### src/rtl/keypad_pkg.sv
// Shared definitions for the 4x4 keypad scanner and the hex display it feeds.
// Key codes are {row_idx, col_idx}; hexs holds four 4-bit digits, digit 3 in the top nibble.
package keypad_pkg;

  typedef enum logic [1:0] {
    SCAN       = 2'd0,
    PRESS_DB   = 2'd1,
    HELD       = 2'd2,
    RELEASE_DB = 2'd3
  } state_t;

  localparam int ROW_W  = 2;
  localparam int COL_W  = 2;
  localparam int CODE_W = ROW_W + COL_W;
  localparam int CNT_W  = 8;

  localparam int DIGITS  = 4;
  localparam int DIGIT_W = 4;
  localparam int HEXS_W  = DIGITS * DIGIT_W;

  typedef struct packed {
    logic             hit;
    logic [COL_W-1:0] idx;
  } col_hit_t;

  // A key counts only when exactly one column is pulled low; anything else is "no key".
  function automatic col_hit_t find_col(input logic [3:0] c);
    col_hit_t r;
    r.hit = 1'b1;
    case (c)
      4'b1110: r.idx = 2'd0;
      4'b1101: r.idx = 2'd1;
      4'b1011: r.idx = 2'd2;
      4'b0111: r.idx = 2'd3;
      default: begin
        r.hit = 1'b0;
        r.idx = 2'd0;
      end
    endcase
    return r;
  endfunction

  function automatic logic [3:0] row_drive(input logic [ROW_W-1:0] idx);
    return ~(4'b0001 << idx);
  endfunction

endpackage

### src/rtl/scan_tick.sv
// Free-running divider producing a one-cycle tick every DIV clock cycles.
module scan_tick #(
  parameter int DIV = 100000
) (
  input  logic clk,
  input  logic rst,
  output logic tick
);

  localparam int W = (DIV > 1) ? $clog2(DIV) : 1;
  localparam logic [W-1:0] LAST = W'(DIV - 1);

  logic [W-1:0] cnt;

  always_ff @(posedge clk or negedge rst) begin
    if (!rst) begin
      cnt <= '0;
    end else if (cnt == LAST) begin
      cnt <= '0;
    end else begin
      cnt <= cnt + 1'b1;
    end
  end

  assign tick = (cnt == LAST);

endmodule

### src/rtl/keypad_scan.sv
// 4x4 matrix keypad scanner: row rotation, press/release debounce, and a
// valid/ack key register that also shifts accepted codes into hexs.
module keypad_scan
  import keypad_pkg::*;
#(
  parameter int SCAN_DIV       = 100000,
  parameter int DEBOUNCE_TICKS = 20
) (
  input  logic              clk,
  input  logic              rst,
  input  logic [3:0]        col,
  output logic [3:0]        row,
  input  logic              key_ack,
  output logic              key_valid,
  output logic [CODE_W-1:0] key_code,
  output logic              key_down,
  output logic              overrun,
  output logic [HEXS_W-1:0] hexs
);

  localparam logic [CNT_W-1:0] LAST = CNT_W'(DEBOUNCE_TICKS - 1);

  state_t             state, state_next;
  logic [3:0]         col_m, col_s;
  logic [ROW_W-1:0]   row_idx, row_idx_next;
  logic [COL_W-1:0]   col_idx, col_idx_next;
  logic [CNT_W-1:0]   db_cnt, db_cnt_next, db_cnt_inc;
  logic               key_down_next;
  logic               accept;
  logic               tick;
  col_hit_t           hit;
  logic [CODE_W-1:0]  code;

  scan_tick #(.DIV(SCAN_DIV)) u_tick (
    .clk  (clk),
    .rst  (rst),
    .tick (tick)
  );

  assign hit        = find_col(col_s);
  assign db_cnt_inc = (db_cnt == LAST) ? LAST : db_cnt + 1'b1;
  assign code       = {row_idx, col_idx};

  always_ff @(posedge clk or negedge rst) begin
    if (!rst) begin
      col_m    <= 4'hF;
      col_s    <= 4'hF;
      state    <= SCAN;
      row_idx  <= '0;
      row      <= 4'b1110;
      col_idx  <= '0;
      db_cnt   <= '0;
      key_down <= 1'b0;
    end else begin
      col_m    <= col;
      col_s    <= col_m;
      state    <= state_next;
      row_idx  <= row_idx_next;
      row      <= row_drive(row_idx_next);
      col_idx  <= col_idx_next;
      db_cnt   <= db_cnt_next;
      key_down <= key_down_next;
    end
  end

  // The row only moves while hunting for a key; once a column answers it stays
  // frozen until the key has been debounced away again.
  always_comb begin
    state_next    = state;
    row_idx_next  = row_idx;
    col_idx_next  = col_idx;
    db_cnt_next   = db_cnt;
    key_down_next = key_down;
    accept        = 1'b0;
    if (tick) begin
      case (state)
        SCAN: begin
          if (hit.hit) begin
            col_idx_next = hit.idx;
            db_cnt_next  = '0;
            state_next   = PRESS_DB;
          end else begin
            row_idx_next = row_idx + 1'b1;
          end
        end
        PRESS_DB: begin
          if (hit.hit && (hit.idx == col_idx)) begin
            db_cnt_next = db_cnt_inc;
            if (db_cnt_inc == LAST) begin
              accept        = 1'b1;
              key_down_next = 1'b1;
              state_next    = HELD;
            end
          end else begin
            state_next   = SCAN;
            row_idx_next = row_idx + 1'b1;
          end
        end
        HELD: begin
          if (col_s == 4'hF) begin
            db_cnt_next = '0;
            state_next  = RELEASE_DB;
          end
        end
        RELEASE_DB: begin
          if (col_s == 4'hF) begin
            db_cnt_next = db_cnt_inc;
            if (db_cnt_inc == LAST) begin
              key_down_next = 1'b0;
              state_next    = SCAN;
              row_idx_next  = row_idx + 1'b1;
            end
          end else begin
            state_next = HELD;
          end
        end
      endcase
    end
  end

  // A new key always wins over an ack in the same cycle, so valid stays up.
  always_ff @(posedge clk or negedge rst) begin
    if (!rst) begin
      key_valid <= 1'b0;
      key_code  <= '0;
      overrun   <= 1'b0;
      hexs      <= '0;
    end else if (accept) begin
      key_valid <= 1'b1;
      key_code  <= code;
      hexs      <= {hexs[HEXS_W-DIGIT_W-1:0], code};
      if (key_valid && !key_ack) begin
        overrun <= 1'b1;
      end
    end else if (key_valid && key_ack) begin
      key_valid <= 1'b0;
    end
  end

endmodule

### config.mk
export PLATFORM = sky130hd
export DESIGN_NAME = keypad_scan
export DESIGN_NICKNAME = d
export VERILOG_FILES = /design/src/rtl/keypad_pkg.sv /design/src/rtl/scan_tick.sv /design/src/rtl/keypad_scan.sv
export SDC_FILE = /design/constraint.sdc
export NUM_CORES = 1
export LEC_CHECK = 0
export CORE_MARGIN = 4
export CORE_UTILIZATION = 40
export DETAILED_ROUTE_END_ITERATION = 10
export PLACE_DENSITY = 0.6
export REMOVE_ABC_BUFFERS = 1
export SLEW_MARGIN = 20
export SYNTH_ARGS = -nofsm -noshare
export SYNTH_HDL_FRONTEND = slang
export SYNTH_SLANG_ARGS = --single-unit
### constraint.sdc
create_clock -name clk -period 2.66 [get_ports clk]
set_input_delay 0.532 -clock clk [delete_from_list [all_inputs] [get_ports clk]]
set_output_delay 0.532 -clock clk [all_outputs]
set_load 0.05 [all_outputs]
==> summary.md, run 1 <==
| Metric | Value |
|---|---|
| Status | complete, no violations |
| Reg2Reg Setup Slack | 100 ps |
| Initial Util | 0.409 |
| Total negative slack | 0 ps |
| PnR worst setup slack | 95.3 ps |
| Post-CTS setup-driven buffer insertion count | 0 |
| Synth Instances | 269 |
| Layout cells sized above 1 | 0.216 |
| Post-DRT Antenna Nets | 0 |
| Leakage | 0.00165 µW |
| CP bufs+invs | 0 |
| Crit path max fanout | 5 |
| Worst hold margin | 218 ps |
| HP Class | input pin to asynchronous set/reset pin |
| Standard-cell row count | 31 |
| Dominant synthesized flop cell | dfrtp_1 |
| Post-CTS sizing | 0 |
| Critical Path End Type | register |
| Clk sinks | 62 |
| Min Tclk post-route | 2560 ps |
| Wire per inst | 13.5 µm |
| Worst EP required | 2940 ps |
| Startpoint types | register |
| DIE HEIGHT | 93.8 µm |
| DRC | 0 |
| Setup CP Type | register to register |
| Vias per Instance | 5.14 |
| Final WL | 5650 µm |
| Synthesized area per cell | 11.0 µm² |
| # IOs | 34 |
| First-pass GRT wire length | 9800 µm |
| Hold buffer count at CTS | 0 |
| Ant diodes | 0 |
| Global-route congestion overflow total | 0 |
| Die area | 8810 µm² |
| Critical path's largest stage delay | 500 ps |
| Placer Congestion | 0.902 |
| Sequential share of the synthesized area | 0.531 |
| Worst r2r src | u_tick.cnt[11] |
| TritonCTS clock tree | built |
| Layer with the highest usage | met2 |
| Register area | 1570 µm² |
| Top cell type's share of synthesized area | 0.433 |
| GR Layer Usage met3 | 0.0393 |
| Synth area leaders | dfrtp_1 43%, dfstp_2 9.8%, mux2_4 4.1%, nand2_1 3.9%, mux2_2 3.8% |
| Max-slew violations | 0 |
| Crit path cell chain | or4_1 > or4_4 > or3_1 > nor4b_2 > a22oi_1 > and3_4 > or2_1 |
| Worst-path clk slew | 70 ps |
| Post-DP HPWL | 3860 µm |
| RSZ-0062 raised after global routing | false |
| GRT Overall Usage | 0.142 |
| Synth-to-Final Area Change | 26.5% |
| Period utilization | 0.964 |
| Cell family with most CP delay | simple AND/OR/NAND/NOR gates |
| Final Hold Vio Count | 0 |
| Max Freq | 390 MHz |
| Core footprint | 7210 µm² |
| Vias in the first global route | 2,053 |
| Largest area contributor in the netlist | dfrtp_1 |
| # fillers | 668 |
| Asr flop ratio synth | 1.00 |
| IO buf count | 33 |
| Arrival time at the worst endpoint | 2840 ps |
| Endpoints failing setup | 0 |
| Ys Warns | 0 |
| Max capacitance violation total | 0 |
| NumNets Final | 323 |
| Initial DRT Pass Iterations | 5 |
| Pre-CTS setup slack | 85.4 ps |
| Root Driver | clkbuf_8 |
| H-Tree Depth | 3 |
| Met1 Use GR | 0.196 |
| Slew @ Worst Pin | 661 ps |
| GRT met2 Usage | 0.207 |
| Total power | 2160 µW |
| Antenna violations before repair | 0 |
| VDD IR max | 0.000333 V |
| R2R cell count | 7 |
| FF+latch count, synth | 62 |
| TritonCTS Buffers | 9 |
| Final core utilization | 0.517 |
| Largest net degree at the start of global routing | 36 |
| Distinct cells, synth | 57 |
| Slew margin rel. | 0.559 |
| Max clock buf depth | 2 |
| Mapped cell area | 2950 µm² |
| Multi-input logic area | 1290 µm² |
| DR vias | 2,147 |
| CP max stage cell | or4_1 |
| Worst Skew | 7.83 ps |
| Post-synth EDFFs | 0 |
| RR Endpoint | row[3] |
| Cell Pwr Density | 578 nW/µm² |
| DRT iter0 DRCs | 68 |
| Die X | 93.8 µm |
| Clk Latency, worst-skew pair | 340 ps |
registers in the layout, indices dropped and copies added, names as in the netlist:
signal and cells:
u_tick.cnt 17, hexs 13, db_cnt 8, col_m 4
col_s 4, row 4, key_code 3, col_idx 2
row_idx 2, state 2, key_down 1, key_valid 1
overrun 1
routing by layer:
| layer | part of all wire | vias to the layer above |
|---|---|---|
| li1 | - | 1042 |
| met1 | 0.49 | 1048 |
| met2 | 0.45 | 47 |
| met3 | 0.045 | 10 |
| met4 | 0.022 | 0 |
| met5 | 0 | - |
placed cells by master (no fill, tap or decap), types with 2 or more instances in the layout:
| master | synthesis | final |
|---|---|---|
| a21oi_1 | 9 | 9 |
| bufinv_16 | 0 | 4 |
| o21a_1 | 3 | 3 |
| nand3_1 | 9 | 9 |
| and3_1 | 4 | 4 |
| a22o_1 | 2 | 2 |
| nand2_1 | 31 | 31 |
| nand4_1 | 5 | 5 |
| dfrtp_1 | 51 | 51 |
| a22oi_1 | 2 | 2 |
| nand3b_1 | 2 | 2 |
| o21ai_0 | 16 | 16 |
| ha_1 | 2 | 2 |
| nand2b_1 | 8 | 8 |
| xor2_1 | 9 | 9 |
| mux2i_1 | 2 | 2 |
| xnor2_1 | 6 | 6 |
| o211ai_1 | 2 | 2 |
| mux2_2 | 10 | 10 |
| buf_4 | 4 | 11 |
| o21bai_1 | 2 | 2 |
| mux2_4 | 8 | 8 |
| o31ai_1 | 3 | 3 |
| dfstp_2 | 11 | 11 |
| clkdlybuf4s50_1 | 0 | 32 |
| o22a_1 | 2 | 2 |
| inv_1 | 5 | 5 |
| clkbuf_8 | 0 | 11 |
| buf_12 | 0 | 2 |
| nor3_1 | 6 | 6 |
| and4_1 | 2 | 2 |
| nor2_1 | 16 | 16 |
| or3_1 | 4 | 4 |
power by group:
part / switching (µW) / leakage [µW] / internal, µW
sequential: 4.96 / 0.000814 / 954
combinational: 29.1 / 0.000691 / 18.5
clock: 379 / 0.000140 / 770
total: 413 / 0.00165 / 1740
area by class of cell:
cell class | instances | area share
Clock buffer | 11 | 0.0406
Sequential cell | 62 | 0.420
Tap cell | 99 | 0.0332
Timing Repair Buffer | 46 | 0.120
Multi-Input combinational cell | 190 | 0.347
Clock inverter | 5 | 0.0346
Inverter | 5 | 0.00503
how the worst max path moves through the flow:
stage / start / end / slack, ps / cells after the start
2_1_floorplan: u_tick.cnt[13] / key_code[0] / -100 / 7
3_3_place_gp: u_tick.cnt[11] / row[3] / 110 / 7
3_5_place_dp: u_tick.cnt[11] / row[3] / 90 / 7
4_1_cts: u_tick.cnt[11] / row[3] / 80 / 7
5_1_grt: u_tick.cnt[11] / row[3] / 5 / 7
6_report: u_tick.cnt[11] / row[3] / 100 / 7
cells in the mapped netlist, types with 2 or more instances:
| master | count |
|---|---|
| dfrtp_1 | 51 |
| nand2_1 | 31 |
| nor2_1 | 16 |
| o21ai_0 | 16 |
| dfstp_2 | 11 |
| mux2_2 | 10 |
| a21oi_1 | 9 |
| nand3_1 | 9 |
| xor2_1 | 9 |
| mux2_4 | 8 |
| nand2b_1 | 8 |
| nor3_1 | 6 |
| xnor2_1 | 6 |
| clkbuf_1 | 5 |
| inv_1 | 5 |
| nand4_1 | 5 |
| and3_1 | 4 |
| buf_4 | 4 |
| or3_1 | 4 |
| o21a_1 | 3 |
| o31ai_1 | 3 |
| a22o_1 | 2 |
| a22oi_1 | 2 |
| and4_1 | 2 |
| buf_2 | 2 |
| ha_1 | 2 |
| mux2i_1 | 2 |
| nand3b_1 | 2 |
| o211ai_1 | 2 |
| o21bai_1 | 2 |
| o22a_1 | 2 |
through the flow:
stage / std cells / instance area [µm²]
2_1_floorplan: 257 / 2880
3_3_place_gp: 402 / 3450
3_5_place_dp: 402 / 3450
4_1_cts: 418 / 3730
5_1_grt: 418 / 3730
6_report: 418 / 3730
kinds of logic (layout without fill, tap and decap cells):
group / after synthesis / in the layout / share of synthesized area
flops: 62 / 62 / 0.531
buf+inv: 17 / 67 / 0.0301
mux: 20 / 20 / 0.0857
simple gates: 103 / 103 / 0.189
compound gates: 50 / 50 / 0.111
xor+xnor: 15 / 15 / 0.0446
fa+ha+maj: 2 / 2 / 0.00849
Power figures use the tool's default switching activity.
==> inputs of run 2 (changes only) <==
- CTS_CLUSTER_SIZE: unset -> 14
- PLACE_DENSITY: 0.6 -> 0.59
- SYNTH_HIERARCHICAL: unset -> 1
- TNS_END_PERCENT: unset -> 10
==> run 2 against run 1 <==
Compared with the run above: clock-buffer cell count decreased by 1; die area up 5.2%; first-iteration DRC count shrank 43%; critical path depth unchanged; non-clock buffer count shrank 3; clock skew is 2.0 ps higher; clock power shrank 26%; synthesized cell count decreased by 1.1%; maximum frequency rose by 0.62%; register-to-register slack better by 20 ps; critical path type unchanged; largest power group is now registers.
==> summary.md, run 2 <==
| Metric | Value |
|---|---|
| Status | complete, no violations |
| Hold buffer count at CTS | 0 |
| # IOs | 34 |
| Critical Path End Type | register |
| Vias per Instance | 5.17 |
| Clk Latency, worst-skew pair | 340 ps |
| Period utilization | 0.958 |
| Synth-to-Final Area Change | 21.6% |
| Die X | 96.2 µm |
| Reg2Reg Setup Slack | 110 ps |
| Synth Instances | 266 |
| Final Hold Vio Count | 0 |
| Post-synth EDFFs | 0 |
| # placed instances | 391 |
| RR Endpoint | db_cnt[7] |
| RSZ-0062 raised after global routing | true |
| Root Driver | clkbuf_8 |
| Leakage | 0.00169 µW |
| First-pass GRT wire length | 9600 µm |
| Area after DPL | 3540 µm² |
| Slew @ Worst Pin | 679 ps |
| Pre-CTS setup slack | -3.45 ps |
| Most common cell after layout, fill and taps aside | dfrtp_1 |
| Arrival time at the worst endpoint | 2770 ps |
| Synth area leaders | dfrtp_1 41%, dfstp_2 9.3%, mux2_4 7.7%, xnor2_1 3.1%, nand2_1 2.4% |
| Global-route congestion overflow total | 0 |
| Count leader, synth | dfrtp_1 |
| Startpoint types | register |
| Worst-path clk slew | 80 ps |
| Ys Warns | 6 |
| Crit path max fanout | 11 |
| Finished Layout Cells | 408 |
| Standard-cell row count | 31 |
| NumNets Final | 313 |
| Ant diodes | 0 |
| HP Class | input pin to asynchronous set/reset pin |
| GRT Overall Usage | 0.135 |
| Max clock buf depth | 2 |
| Final core utilization | 0.511 |
| DR vias | 2,109 |
| Initial DRT Pass Iterations | 4 |
| Antenna violations before repair | 0 |
| Leading cell types in the layout, fill and taps excluded | 51 x dfrtp_1, 32 x clkdlybuf4s50_1, 20 x nand2_1 |
| Mapped cell area | 3110 µm² |
| Largest net degree at the start of global routing | 35 |
| Largest register FFs | 17 |
| Top cell type's share of synthesized area | 0.410 |
| Cell Pwr Density | 490 nW/µm² |
| Worst Skew | 9.83 ps |
| PnR worst setup slack | 111 ps |
| Worst r2r src | u_tick/cnt[11] |
| DRC | 0 |
| Layout cells sized above 1 | 0.246 |
| Post-DRT Antenna Nets | 0 |
| List of most frequent post-synthesis cells | 51 x dfrtp_1, 20 x nand2_1, 16 x mux2_4 |
| Dominant synthesized flop cell | dfrtp_1 |
| R2R cell count | 7 |
| CP max stage cell | or4_1 |
| Setup CP Type | register to register |
| Core footprint | 7410 µm² |
| DIE HEIGHT | 96.2 µm |
| Slew margin rel. | 0.548 |
| IO buf count | 33 |
| Endpoints failing setup | 0 |
| Die area | 9260 µm² |
| Wire per inst | 13.8 µm |
| Vias in the first global route | 1,967 |
| Distinct cells, synth | 65 |
| TritonCTS clock tree | built |
| Max capacitance violation total | 0 |
| Post-DP HPWL | 3860 µm |
| Largest area contributor in the netlist | dfrtp_1 |
| Critical path's largest stage delay | 520 ps |
| TritonCTS Buffers | 9 |
| Min Tclk post-route | 2550 ps |
| Design Area, Final | 3790 µm² |
| Worst hold margin | 221 ps |
| H-Tree Depth | 3 |
| FF+latch count, synth | 62 |
| Max Freq | 392 MHz |
| Asr flop ratio synth | 1.00 |
| VDD IR max | 0.000327 V |
| Final WL | 5630 µm |
| Placer Congestion | 0.809 |
| Clk sinks | 62 |
| Sequential share of the synthesized area | 0.503 |
| DRT iter0 DRCs | 39 |
| Register area | 1570 µm² |
| Worst EP required | 2880 ps |
| Initial Util | 0.420 |
| # fillers | 661 |
| Synthesized area per cell | 11.7 µm² |
| Multi-input logic area | 1450 µm² |
| Crit path cell chain | or4_1 > or4_4 > nor4_4 > and2_2 > a221oi_1 > buf_4 > a221o_1 |
| Max-slew violations | 0 |
| Largest Register | u_tick/cnt |
| Top Registers | u_tick/cnt x17, hexs x13, db_cnt x8 |
run 2: cell count changes after synthesis, moves of 4 or more:
cell / delta
mux2_4: +8
nand2_1: -11
o21ai_0: -8
mux2_2: -10
a21oi_1: -4
xnor2_1: +5
run 2: where the power goes:
part	switching [µW]	leakage, µW	internal [µW]
sequential	8.34	0.000814	954
clock	388	0.0000993	463
combinational	26.6	0.000775	16.6
run 2: cell families (layout without fill, tap and decap cells):
logic type / count (synthesis) / after routing / share of synthesized area
fa+ha+maj: 2 / 2 / 0.00803
simple gates: 100 / 100 / 0.195
buf+inv: 20 / 63 / 0.0406
compound gates: 42 / 42 / 0.106
xor+xnor: 18 / 18 / 0.0506
flops: 62 / 62 / 0.503
mux: 22 / 22 / 0.0968
run 2: worst max-delay path by stage:
| stage | from | endpoint | slack, ps | depth (start not counted) |
|---|---|---|---|---|
| 2_1_floorplan | u_tick/cnt[11] | hexs[4] | -420 | 6 |
| 3_3_place_gp | u_tick/cnt[11] | row_idx[1] | 80 | 9 |
| 3_5_place_dp | u_tick/cnt[11] | row_idx[1] | -3 | 9 |
| 4_1_cts | u_tick/cnt[11] | row_idx[1] | 8 | 9 |
| 5_1_grt | u_tick/cnt[11] | db_cnt[7] | -30 | 8 |
| 6_report | u_tick/cnt[11] | db_cnt[7] | 110 | 7 |
run 2: what timing repair did:
item                       4_1_cts  5_1_grt
setup endpoints to repair        2       26
buffers inserted                 1        0
pin swaps                        2        4
resized for setup                3        5
run 2: worst max-delay path: cells and delay by family, from the launching register on:
family / cells / cell delay (ps)
simple gates: 4 / 1430
compound gates: 2 / 410
flops: 1 / 380
buf+inv: 1 / 190
run 2: cell type report:
type	count	area share
Multi-Input combinational cell	184	0.382
Tap cell	99	0.0327
Sequential cell	62	0.413
Timing Repair Buffer	43	0.113
Inverter	4	0.00397
Clock buffer	10	0.0364
Clock inverter	6	0.0178
run 2: metrics by stage:
| step | setup TNS [ps] | total power, µW |
|---|---|---|
| after detailed placement | -3.45 | 1020 |
| after global placement | 0 | 1020 |
| after floorplan | -8940 | 989 |
| final | 0 | 1860 |
| after CTS | 0 | 1890 |
| after global routing | -47.6 | 1950 |
run 2: metal layers:
metal | share of wire | GRT usage | vias to the layer above
met5 | 0 | 0 | -
met4 | 0.015 | 0.0498 | 0
met3 | 0.042 | 0.0493 | 9
met2 | 0.45 | 0.199 | 29
met1 | 0.49 | 0.181 | 1032
li1 | - | - | 1039
==> inputs of run 3 (changes only) <==
- SLEW_MARGIN: 20 -> unset
==> results of run 3 <==
Same layout as run 2: the final DEF is identical, and so are final timing and power.
